$ cat config.mk
export PLATFORM = sky130hd
export DESIGN_NAME = shift_sequencer
export DESIGN_NICKNAME = d
export VERILOG_FILES = /design/src/rtl/shift_sequencer.sv
export SDC_FILE = /design/constraint.sdc
export NUM_CORES = 1
export LEC_CHECK = 0
export ABC_AREA = 1
export ABC_CLOCK_PERIOD_IN_PS = 1600
export BUFFER_PORTS_ARGS = -buffer_cell sky130_fd_sc_hd__buf_2
export CAP_MARGIN = 15
export CORE_MARGIN = 5
export CORE_UTILIZATION = 50
export DETAILED_ROUTE_END_ITERATION = 10
export PLACE_DENSITY = 0.82
export SLEW_MARGIN = 20
export SYNTH_ARGS = -nofsm -noshare
export SYNTH_HDL_FRONTEND = slang
export SYNTH_SLANG_ARGS = --single-unit
$ cat constraint.sdc
create_clock -name clk -period 1.6 [get_ports clk]
set_clock_uncertainty 0.05 [all_clocks]
set_input_delay 0.32 -clock clk [delete_from_list [all_inputs] [get_ports clk]]
set_output_delay 0.32 -clock clk [all_outputs]
set_load 0.02 [all_outputs]
$ cat src/rtl/shift_sequencer.sv
// shift_sequencer: parallel-in/serial-out word sequencer with valid/ready on both sides.
// Emits WIDTH bits MSB- or LSB-first, pulses done after the last bit, supports abort.
module shift_sequencer #(
    parameter int WIDTH = 8,
    parameter int CNT_W = 4
) (
    input  logic             clk,
    input  logic             reset,
    input  logic [WIDTH-1:0] in_data,
    input  logic             in_lsb,
    input  logic             in_valid,
    output logic             in_ready,
    output logic             out_bit,
    output logic             out_valid,
    input  logic             out_ready,
    input  logic             abort,
    output logic             busy,
    output logic             done,
    output logic [CNT_W-1:0] bit_cnt
);
    typedef enum logic [1:0] {IDLE, SHIFT, DONE} state_t;
    localparam logic [CNT_W-1:0] LAST = CNT_W'(WIDTH - 1);
    state_t           state_q, state_d;
    logic [WIDTH-1:0] shreg_q, shreg_d;
    logic [CNT_W-1:0] cnt_q, cnt_d;
    logic             dir_q, dir_d;
    always_ff @(posedge clk) begin
        if (reset) begin
            state_q <= IDLE;
            shreg_q <= '0;
            cnt_q   <= '0;
            dir_q   <= 1'b0;
        end else begin
            state_q <= state_d;
            shreg_q <= shreg_d;
            cnt_q   <= cnt_d;
            dir_q   <= dir_d;
        end
    end
    always_comb begin
        state_d = state_q;
        case (state_q)
            IDLE:    state_d = in_valid ? SHIFT : IDLE;
            SHIFT:   state_d = abort ? IDLE : (out_ready && cnt_q == LAST) ? DONE : SHIFT;
            DONE:    state_d = IDLE;
            default: state_d = IDLE;
        endcase
    end
    // Abort wins over a simultaneous transfer, so the counter clears instead of advancing.
    always_comb begin
        shreg_d = shreg_q;
        cnt_d   = cnt_q;
        dir_d   = dir_q;
        case (state_q)
            IDLE: if (in_valid) begin
                shreg_d = in_data;
                dir_d   = in_lsb;
                cnt_d   = '0;
            end
            SHIFT: if (abort) begin
                cnt_d = '0;
            end else if (out_ready) begin
                shreg_d = dir_q ? {1'b0, shreg_q[WIDTH-1:1]} : {shreg_q[WIDTH-2:0], 1'b0};
                cnt_d   = cnt_q + CNT_W'(1);
            end
            default: cnt_d = '0;
        endcase
    end
    always_comb begin
        in_ready  = state_q == IDLE;
        out_valid = state_q == SHIFT;
        busy      = state_q != IDLE;
        done      = state_q == DONE;
        out_bit   = out_valid && (dir_q ? shreg_q[0] : shreg_q[WIDTH-1]);
        bit_cnt   = cnt_q;
    end
endmodule

-- Word-level counts from Yosys, hierarchy flattened
Index checks and enable logic that the tools add are counted.
- logic and storage cells: 34
- register bits after elaboration: 15
- mux-type cells: 14
- reduce and logical (&&, ||, !) cells: 8
- $add $sub $neg: 1
- equal/unequal tests: 7
- operators by type and width (cell ; count):
    $mux W8 ; 4
    $pmux W8 S2 ; 1
    $mux W4 ; 3
    $pmux W4 S2 ; 1
    $add A4 B1 Y4 const B ; 1
    $eq A4 B3 Y1 const B ; 1
    $mux W2 ; 2
    $ne A2 B2 Y1 const B ; 2
    $pmux W2 S2 ; 1
    $reduce_and A2 Y1 ; 2
    $reduce_and A4 Y1 ; 1
    $reduce_bool A2 Y1 ; 2
    $ne A3 B1 Y1 const B ; 1
    $eq A2 B1 Y1 const B ; 1
    $eq A2 B2 Y1 const B ; 1
    $logic_and A1 B1 Y1 ; 2
    $logic_not A2 Y1 ; 1
    $mux W1 ; 2
    $ne A2 B1 Y1 const B ; 1

-- Longest topological paths before layout
Gate-level depths: netlist (run 1).
- depth in word-level cells: 5
- depth in mapped cells: 7
- depth with buffers taken out: 7

-- Worst setup path before layout (run 1)
OpenSTA, ideal clock, no wires.
- path type: register -> output
- from: register state_q[0]
- to: output out_bit
- arrival time: 1221 ps
- path slack: 9 ps
- path buffers: 1
- stages on the path, launching flop included: 6
- path through: dfxtp_1 -> inv_2 -> nor2_4 -> buf_4 -> o21ai_0 -> a21oi_1
- longest elaborated chain between the ends: 2
- RTL lines (what ; line ; RTL):
    start: declaration ; 23 ; state_t state_q, state_d;
    start signal: assignment ; 34 ; state_q <= state_d;
    $eq A2 B1 Y1 ; 71 ; out_valid = state_q == SHIFT;
    via out_valid ; 14 ; output logic out_valid,
    $logic_and A1 B1 Y1 ; 74 ; out_bit = out_valid && (dir_q ? shreg_q[0] : shreg_q[WIDTH-1]);
    end: declaration ; 13 ; output logic out_bit,
The timed path passes the listed nets, and every way through them passes these cells.

-- Final worst setup path (run 1)
- from: register state_q[0]
- to: output out_bit
- longest elaborated chain between the ends: 2
- RTL lines (what ; line):
    $eq A2 B1 Y1 ; 71
    $logic_and A1 B1 Y1 ; 74
No other way between the ends.

==> flow_metrics.env, run 1 <==
export IMPL_via_count=979
export IMPL_ctsLongestPathBuffers=2
export IMPL_fp_row_count=15
export IMPL_cp_max_fo=8
export IMPL_clkSlewWorstSetupHoldPaths_ps=100
export IMPL_rsz0062_at_grt="true"
export IMPL_postSynthCellCount=143
export IMPL_final_cells=196
export IMPL_fillerInstances=184
export IMPL_worst_pin_slew_ps=300.5
export IMPL_wl_per_cell_um=12.08
export IMPL_ys_seq_elements=15
export IMPL_io_buffers=22
export IMPL_ant_nets=0
export IMPL_ir_drop_v=0.0005744
export IMPL_worstPathRequired_ps=1230
export IMPL_drt_pass1_iterations=4
export IMPL_drt_iter0_drc=36
export IMPL_ios=23
export IMPL_syn_area_per_cell_um2=6.658
export IMPL_post_route_cells_drive_above_1_share_pct=25.73
export IMPL_n_antenna_cell=0
export IMPL_grt_pass1_wl_mm=3.905
export IMPL_h_tree_depth=1
export IMPL_cp_data_arrival_time_ps=1200
export IMPL_hold_viol_final=0
export IMPL_cts_tree="built"
export IMPL_die_w_um=53.64
export IMPL_yosys_warnings=0
export IMPL_clock_root_buffer="clkbuf_4"
export IMPL_gr_total_overflow=0
export IMPL_status="finished clean"
export IMPL_ys_types=23
export IMPL_insertion_delay_ps=280
export IMPL_gp_congestion=0.8428
export IMPL_p_leak_nw=0.5655
export IMPL_syn_to_final_growth_pct=19.71
export IMPL_setup_viol=0
export IMPL_multiInputGateArea_um2=530.5
export IMPL_drt_wl_total_mm=2.368
export IMPL_regArea_um2=305.3
export IMPL_finalMaxSlewViolations=0
export IMPL_synth_top_cell_area_share_pct=31.54
export IMPL_max_freq_mhz=635.5
export IMPL_yosys_area_top_type="dfxtp_1"
export IMPL_start_util_pct=53.97
export IMPL_final_nets=187
export IMPL_cts_sinks=15
export IMPL_core_area_mm2=0.001764
export IMPL_syn_area_um2=952.2
export IMPL_die_y_um=53.64
export IMPL_period_share_pct=98.34
export IMPL_drc=0
export IMPL_hold_path_class="in2reg"
export IMPL_min_period_ps=1574
export IMPL_place_inst=188
export IMPL_numCtsBuffers=3
export IMPL_syn_nets=158
export IMPL_antenna_found_initial=0
export IMPL_p_total_mw=0.8733
export IMPL_track_usage_pct=18.52
export IMPL_grt_max_degree=16
export IMPL_grt_pass1_vias=910
export IMPL_max_slew_margin_pct=79.84
export IMPL_synth_area_leaders="dfxtp_1, nand2_1, inv_1"
export IMPL_drv_cap=0
export IMPL_power_density_mw_per_mm2=766.2
export IMPL_ys_seq_area_share_pct=31.54
export IMPL_dp_hpwl_mm=1.748
export IMPL_dieArea_mm2=0.002877
export IMPL_crit_path_end_kind="output port"
export IMPL_critPathKind="reg2out"
export IMPL_startpoint_type="register"
export IMPL_drt_vias_per_instance=4.995
[logic make-up (layout without fill, tap and decap cells)]
logic type | count (synthesis) | count (layout) | synth area share, %
AOI/OAI and AO/OA | 24 | 24 | 15.24
adders and majority gates | 1 | 1 | 1.314
buffers and inverters | 27 | 55 | 12.75
DFF | 15 | 15 | 31.54
and+or+nand+nor | 76 | 76 | 39.16
[cell usage after synthesis]
master / instances
a21boi_2: 1
a21oi_1: 3
a21oi_2: 1
buf_2: 1
buf_4: 1
buf_6: 2
clkinv_1: 1
dfxtp_1: 15
ha_1: 1
inv_1: 20
inv_2: 2
nand2_1: 33
nand2_4: 4
nand3_1: 12
nand3b_1: 1
nand4_1: 3
nor2_1: 18
nor2_4: 2
nor3_1: 1
nor3_4: 1
o211ai_1: 6
o21ai_0: 13
or2_1: 1
[final cells by class]
class                      instances  area share [%]
clock buffer                       4           2.305
sequential                        15           26.78
tap                               25           2.744
timing repair buffer              28           13.83
multi-input combinational        101           46.54
inverter                          23           7.794
[worst max-delay path, stage by stage, from the launching register on]
cell	delay [ps]
dfxtp_2	360
inv_4	70
nor2_4	150
o21ai_1	80
a21oi_1	120
buf_4	150
[where the power goes]
part	switching [mW]	total, mW	internal [mW]
combinational	0.145	0.234	0.0885
sequential	0.0163	0.415	0.398
clock	0.128	0.225	0.0967
total	0.290	0.873	0.584
[cells in the final DEF (no fill, tap or decap), drive strengths merged]
cell type / count
clkbuf: 4
dfxtp: 15
nand4: 3
nand3: 12
buf: 28
a21boi: 1
or2: 1
o211ai: 6
o21ai: 13
a21oi: 4
nor2: 20
clkinv: 1
nor3: 2
ha: 1
nand2: 37
nand3b: 1
inv: 22
[through the flow]
stage          cell area, µm²  setup TNS, ps  worst slack (ps)  hold WS [ps]  util [%]
6_report                 1140              0             26.49         216.7     64.61
2_1_floorplan           952.2              0             8.526         339.1         -
3_3_place_gp             1074              0             241.5         442.0     60.85
3_5_place_dp             1074              0             177.4         453.0     60.85
5_1_grt                  1140         -33.51            -33.51         231.5     64.61
4_1_cts                  1115              0             1.744         209.6     63.19
[layer usage]
metal  vias to the layer above  GRT usage [%]  part of all wire (%)
met2                        28          30.61                    48
met1                       436          24.07                    45
li1                        513              -                     -
met3                         2          2.493                   6.2
met5                         -              0                     0
met4                         0          7.660                  0.55
[flip-flops by register name (all words and copies together) (netlist names)]
| name | cells |
|---|---|
| shreg_q | 8 |
| bit_cnt | 4 |
| state_q | 2 |
| dir_q | 1 |
[what timing repair did]
item | CTS | global route
endpoints found under the setup margin | 3 | 1
setup buffers | 1 | 3
endpoints found under the hold margin | 0 | 0
pin swaps | 0 | 1
hold buffers | 0 | 0
gates resized for setup | 4 | 2
[path summary, 6_finish.rpt]
| kind | from | endpoint | slack (ps) | depth (start not counted) |
|---|---|---|---|---|
| hold / removal | reset | state_q[1]$_SDFF_PP0_ | 220 | 2 |
| hold reg to reg | bit_cnt[1]$_SDFFE_PP0P_ | bit_cnt[1]$_SDFFE_PP0P_ | 460 | 2 |
| setup / recovery | state_q[0]$_SDFF_PP0_ | out_bit | 30 | 5 |
| setup reg to reg | state_q[1]$_SDFF_PP0_ | shreg_q[1]$_SDFFE_PP0P_ | 190 | 7 |
Power figures use the tool's default switching activity.
==> run 2: changes to the inputs <==
--- a/config.mk
+++ b/config.mk
@@ -5,15 +5,16 @@
 export SDC_FILE = /design/constraint.sdc
 export NUM_CORES = 1
 export LEC_CHECK = 0
-export ABC_AREA = 1
 export ABC_CLOCK_PERIOD_IN_PS = 1600
 export BUFFER_PORTS_ARGS = -buffer_cell sky130_fd_sc_hd__buf_2
 export CAP_MARGIN = 15
+export CELL_PAD_IN_SITES_DETAIL_PLACEMENT = 1
+export CELL_PAD_IN_SITES_GLOBAL_PLACEMENT = 2
+export CORE_ASPECT_RATIO = 0.6
 export CORE_MARGIN = 5
-export CORE_UTILIZATION = 50
+export CORE_UTILIZATION = 29
 export DETAILED_ROUTE_END_ITERATION = 10
 export PLACE_DENSITY = 0.82
-export SLEW_MARGIN = 20
 export SYNTH_ARGS = -nofsm -noshare
 export SYNTH_HDL_FRONTEND = slang
 export SYNTH_SLANG_ARGS = --single-unit
==> run 2 against run 1 <==
Die area up 46%; critical path depth is 1 lower; fmax grew 3.1%; final cell count decreased by 13%; area after synthesis decreased by 9.1%; sequential share of layout area is 0.48 points lower; via count shrank 8.5%; count of clock-buffer cells in the layout unchanged; first-iteration DRC count is 81% higher; largest power group unchanged; highest routed layer unchanged.
==> flow_metrics.env, run 2 <==
export IMPL_pre_cts_ws_ps=110.7
export IMPL_crit_path_end_kind="output port"
export IMPL_worstPathCellList="buf_4 > nand2b_4 > nor2_2 > buf_4"
export IMPL_synth_flop_cell="dfxtp_1"
export IMPL_startpoint_type="register"
export IMPL_clock_root_buffer="clkbuf_8"
export IMPL_status="finished clean"
export IMPL_syn_area_um2=865.8
export IMPL_antenna_found_initial=0
export IMPL_yosys_warnings=0
export IMPL_fp_row_count=15
export IMPL_h_tree_depth=1
export IMPL_grt_max_degree=14
export IMPL_worstPathRequired_ps=1230
export IMPL_ctsLongestPathBuffers=2
export IMPL_dieArea_mm2=0.004214
export IMPL_io_buffers=22
export IMPL_worst_pin_slew_ps=453.4
export IMPL_drv_cap=0
export IMPL_grt_pass1_vias=896
export IMPL_via_count=896
export IMPL_hold_viol_final=0
export IMPL_die_w_um=80.54
export IMPL_max_freq_mhz=655.1
export IMPL_ir_drop_v=0.0003017
export IMPL_synth_top_cell_area_share_pct=34.68
export IMPL_syn_to_final_growth_pct=32.95
export IMPL_final_common_cell="buf_2"
export IMPL_reg2reg_slack_ps=140
export IMPL_final_nets=144
export IMPL_mostFrequentLayoutCells="buf_2, buf_4, dfxtp_1"
export IMPL_regMostFlops="shreg_q"
export IMPL_regArea_um2=302.8
export IMPL_n_antenna_cell=0
export IMPL_ys_seq_elements=15
export IMPL_synth_edf_count=0
export IMPL_fin_ws_ps=73.47
export IMPL_cts_sinks=15
export IMPL_synth_most_common_cell="dfxtp_1"
export IMPL_dpl_cell_area_mm2=0.001082
export IMPL_critPathSlowestCell="dfxtp_2"
export IMPL_ys_types=33
export IMPL_crit_family="flip-flops"
export IMPL_start_util_pct=30.15
export IMPL_period_share_pct=95.41
export IMPL_setup_tns_final_ps=0
export IMPL_synth_area_leaders="dfxtp_1, nand4b_1, nor2b_1"
export IMPL_cpMostUsedCell="buf_4"
export IMPL_synthArstFlopShare_pct=0
export IMPL_yosys_area_top_type="dfxtp_1"
export IMPL_track_usage_pct=14.51
export IMPL_max_slew_margin_pct=69.71
export IMPL_largest_reg_flops=8
export IMPL_rsz0062_at_grt="false"
export IMPL_final_cells=170
export IMPL_numCtsBuffers=3
export IMPL_cts_tree="built"
export IMPL_postLayoutCellArea_mm2=0.001151
export IMPL_ios=23
export IMPL_multiInputGateArea_um2=538.0
export IMPL_grt_pass1_wl_mm=4.609
export IMPL_core_area_mm2=0.002872
export IMPL_dp_hpwl_mm=2.062
export IMPL_fillerInstances=349
export IMPL_drt_vias_per_instance=5.271
export IMPL_drt_iter0_drc=65
export IMPL_syn_area_per_cell_um2=8.926
export IMPL_synth_top_cells_by_count="dfxtp_1, nor2_1, nor2b_1, nand4b_1"
export IMPL_clkSlewWorstSetupHoldPaths_ps=60
export IMPL_critPathKind="reg2out"
export IMPL_syn_nets=112
export IMPL_gp_congestion=0.7585
export IMPL_min_period_ps=1527
export IMPL_holdBufCountCts=0
export IMPL_hold_path_class="in2reg"
export IMPL_p_leak_nw=0.4639
export IMPL_setup_viol=0
export IMPL_place_inst=166
export IMPL_ant_nets=0
export IMPL_ys_seq_area_share_pct=34.68
export IMPL_drt_wl_total_mm=2.709
export IMPL_gr_total_overflow=0
export IMPL_cp_max_fo=7
export IMPL_power_density_mw_per_mm2=809.1
export IMPL_max_stage_delay_ps=340
export IMPL_worst_hold_slack_ps=256.9
export IMPL_finalMaxSlewViolations=0
export IMPL_insertion_delay_ps=250
export IMPL_cp_data_arrival_time_ps=1160
export IMPL_post_route_cells_drive_above_1_share_pct=38.28
export IMPL_drt_pass1_iterations=4
export IMPL_path_buf_inv=2
export IMPL_drc=0
export IMPL_wl_per_cell_um=15.94
export IMPL_die_y_um=52.33
export IMPL_postSynthCellCount=97
==> run 2: final cells by class <==
cell class / count / area share (%)
Multi-Input combinational cell: 73 / 46.74
Timing Repair Buffer: 34 / 17.83
Sequential cell: 15 / 26.30
Clock buffer: 4 / 3.913
Inverter: 2 / 0.6522
Tap cell: 42 / 4.565
==> run 2: worst register-to-register path: cells and delay by family (launching register included) <==
family             cells  cell delay, ps
AOI/OAI and AO/OA      2             530
and+or+nand+nor        1             410
DFF                    1             370
==> run 2: cell families after synthesis <==
kind of cell	count (synthesis)	synth area share, %
adder cells (fa/ha/maj)	1	1.445
multiplexers	1	1.156
buffers and inverters	9	5.058
flip-flops	15	34.68
AND/OR/NAND/NOR	47	35.40
AO/OA/AOI/OAI	24	22.25
==> run 2: final timing paths <==
kind	from	end	cells past startpoint
max	state_q[1]$_SDFF_PP0_	out_bit	4
min	in_lsb	dir_q$_SDFFE_PP0N_	3
max reg2reg	state_q[0]$_SDFF_PP0_	shreg_q[5]$_SDFFE_PP0P_	3
min reg2reg	shreg_q[4]$_SDFFE_PP0P_	shreg_q[4]$_SDFFE_PP0P_	2
==> run 2: timing repair <==
item	4_1_cts	5_1_grt
buffers inserted	0	0
endpoints found under the setup margin	2	5
resized for setup	5	5
==> run 2: metal layers <==
| metal | part of all wire (%) | GRT usage [%] | vias to the layer above |
|---|---|---|---|
| met1 | 50 | 19.49 | 427 |
| met4 | 1.3 | 5.337 | 0 |
| met5 | 0 | 0 | - |
| li1 | - | - | 439 |
| met2 | 43 | 22.39 | 25 |
| met3 | 5.5 | 3.608 | 5 |
==> run 2: through the flow <==
step                total power, mW  utilization [%]
floorplan                    0.5335                -
global placement             0.6100            37.69
detailed placement           0.6161            37.69
CTS                          0.9383            39.70
global route                 0.9867            40.09
finish                       0.9314            40.09
==> run 2: power by group <==
part	total, mW	internal, mW	switching, mW
clock	0.311	0.177	0.134
sequential	0.424	0.398	0.0260
combinational	0.197	0.0927	0.104
total	0.931	0.667	0.264
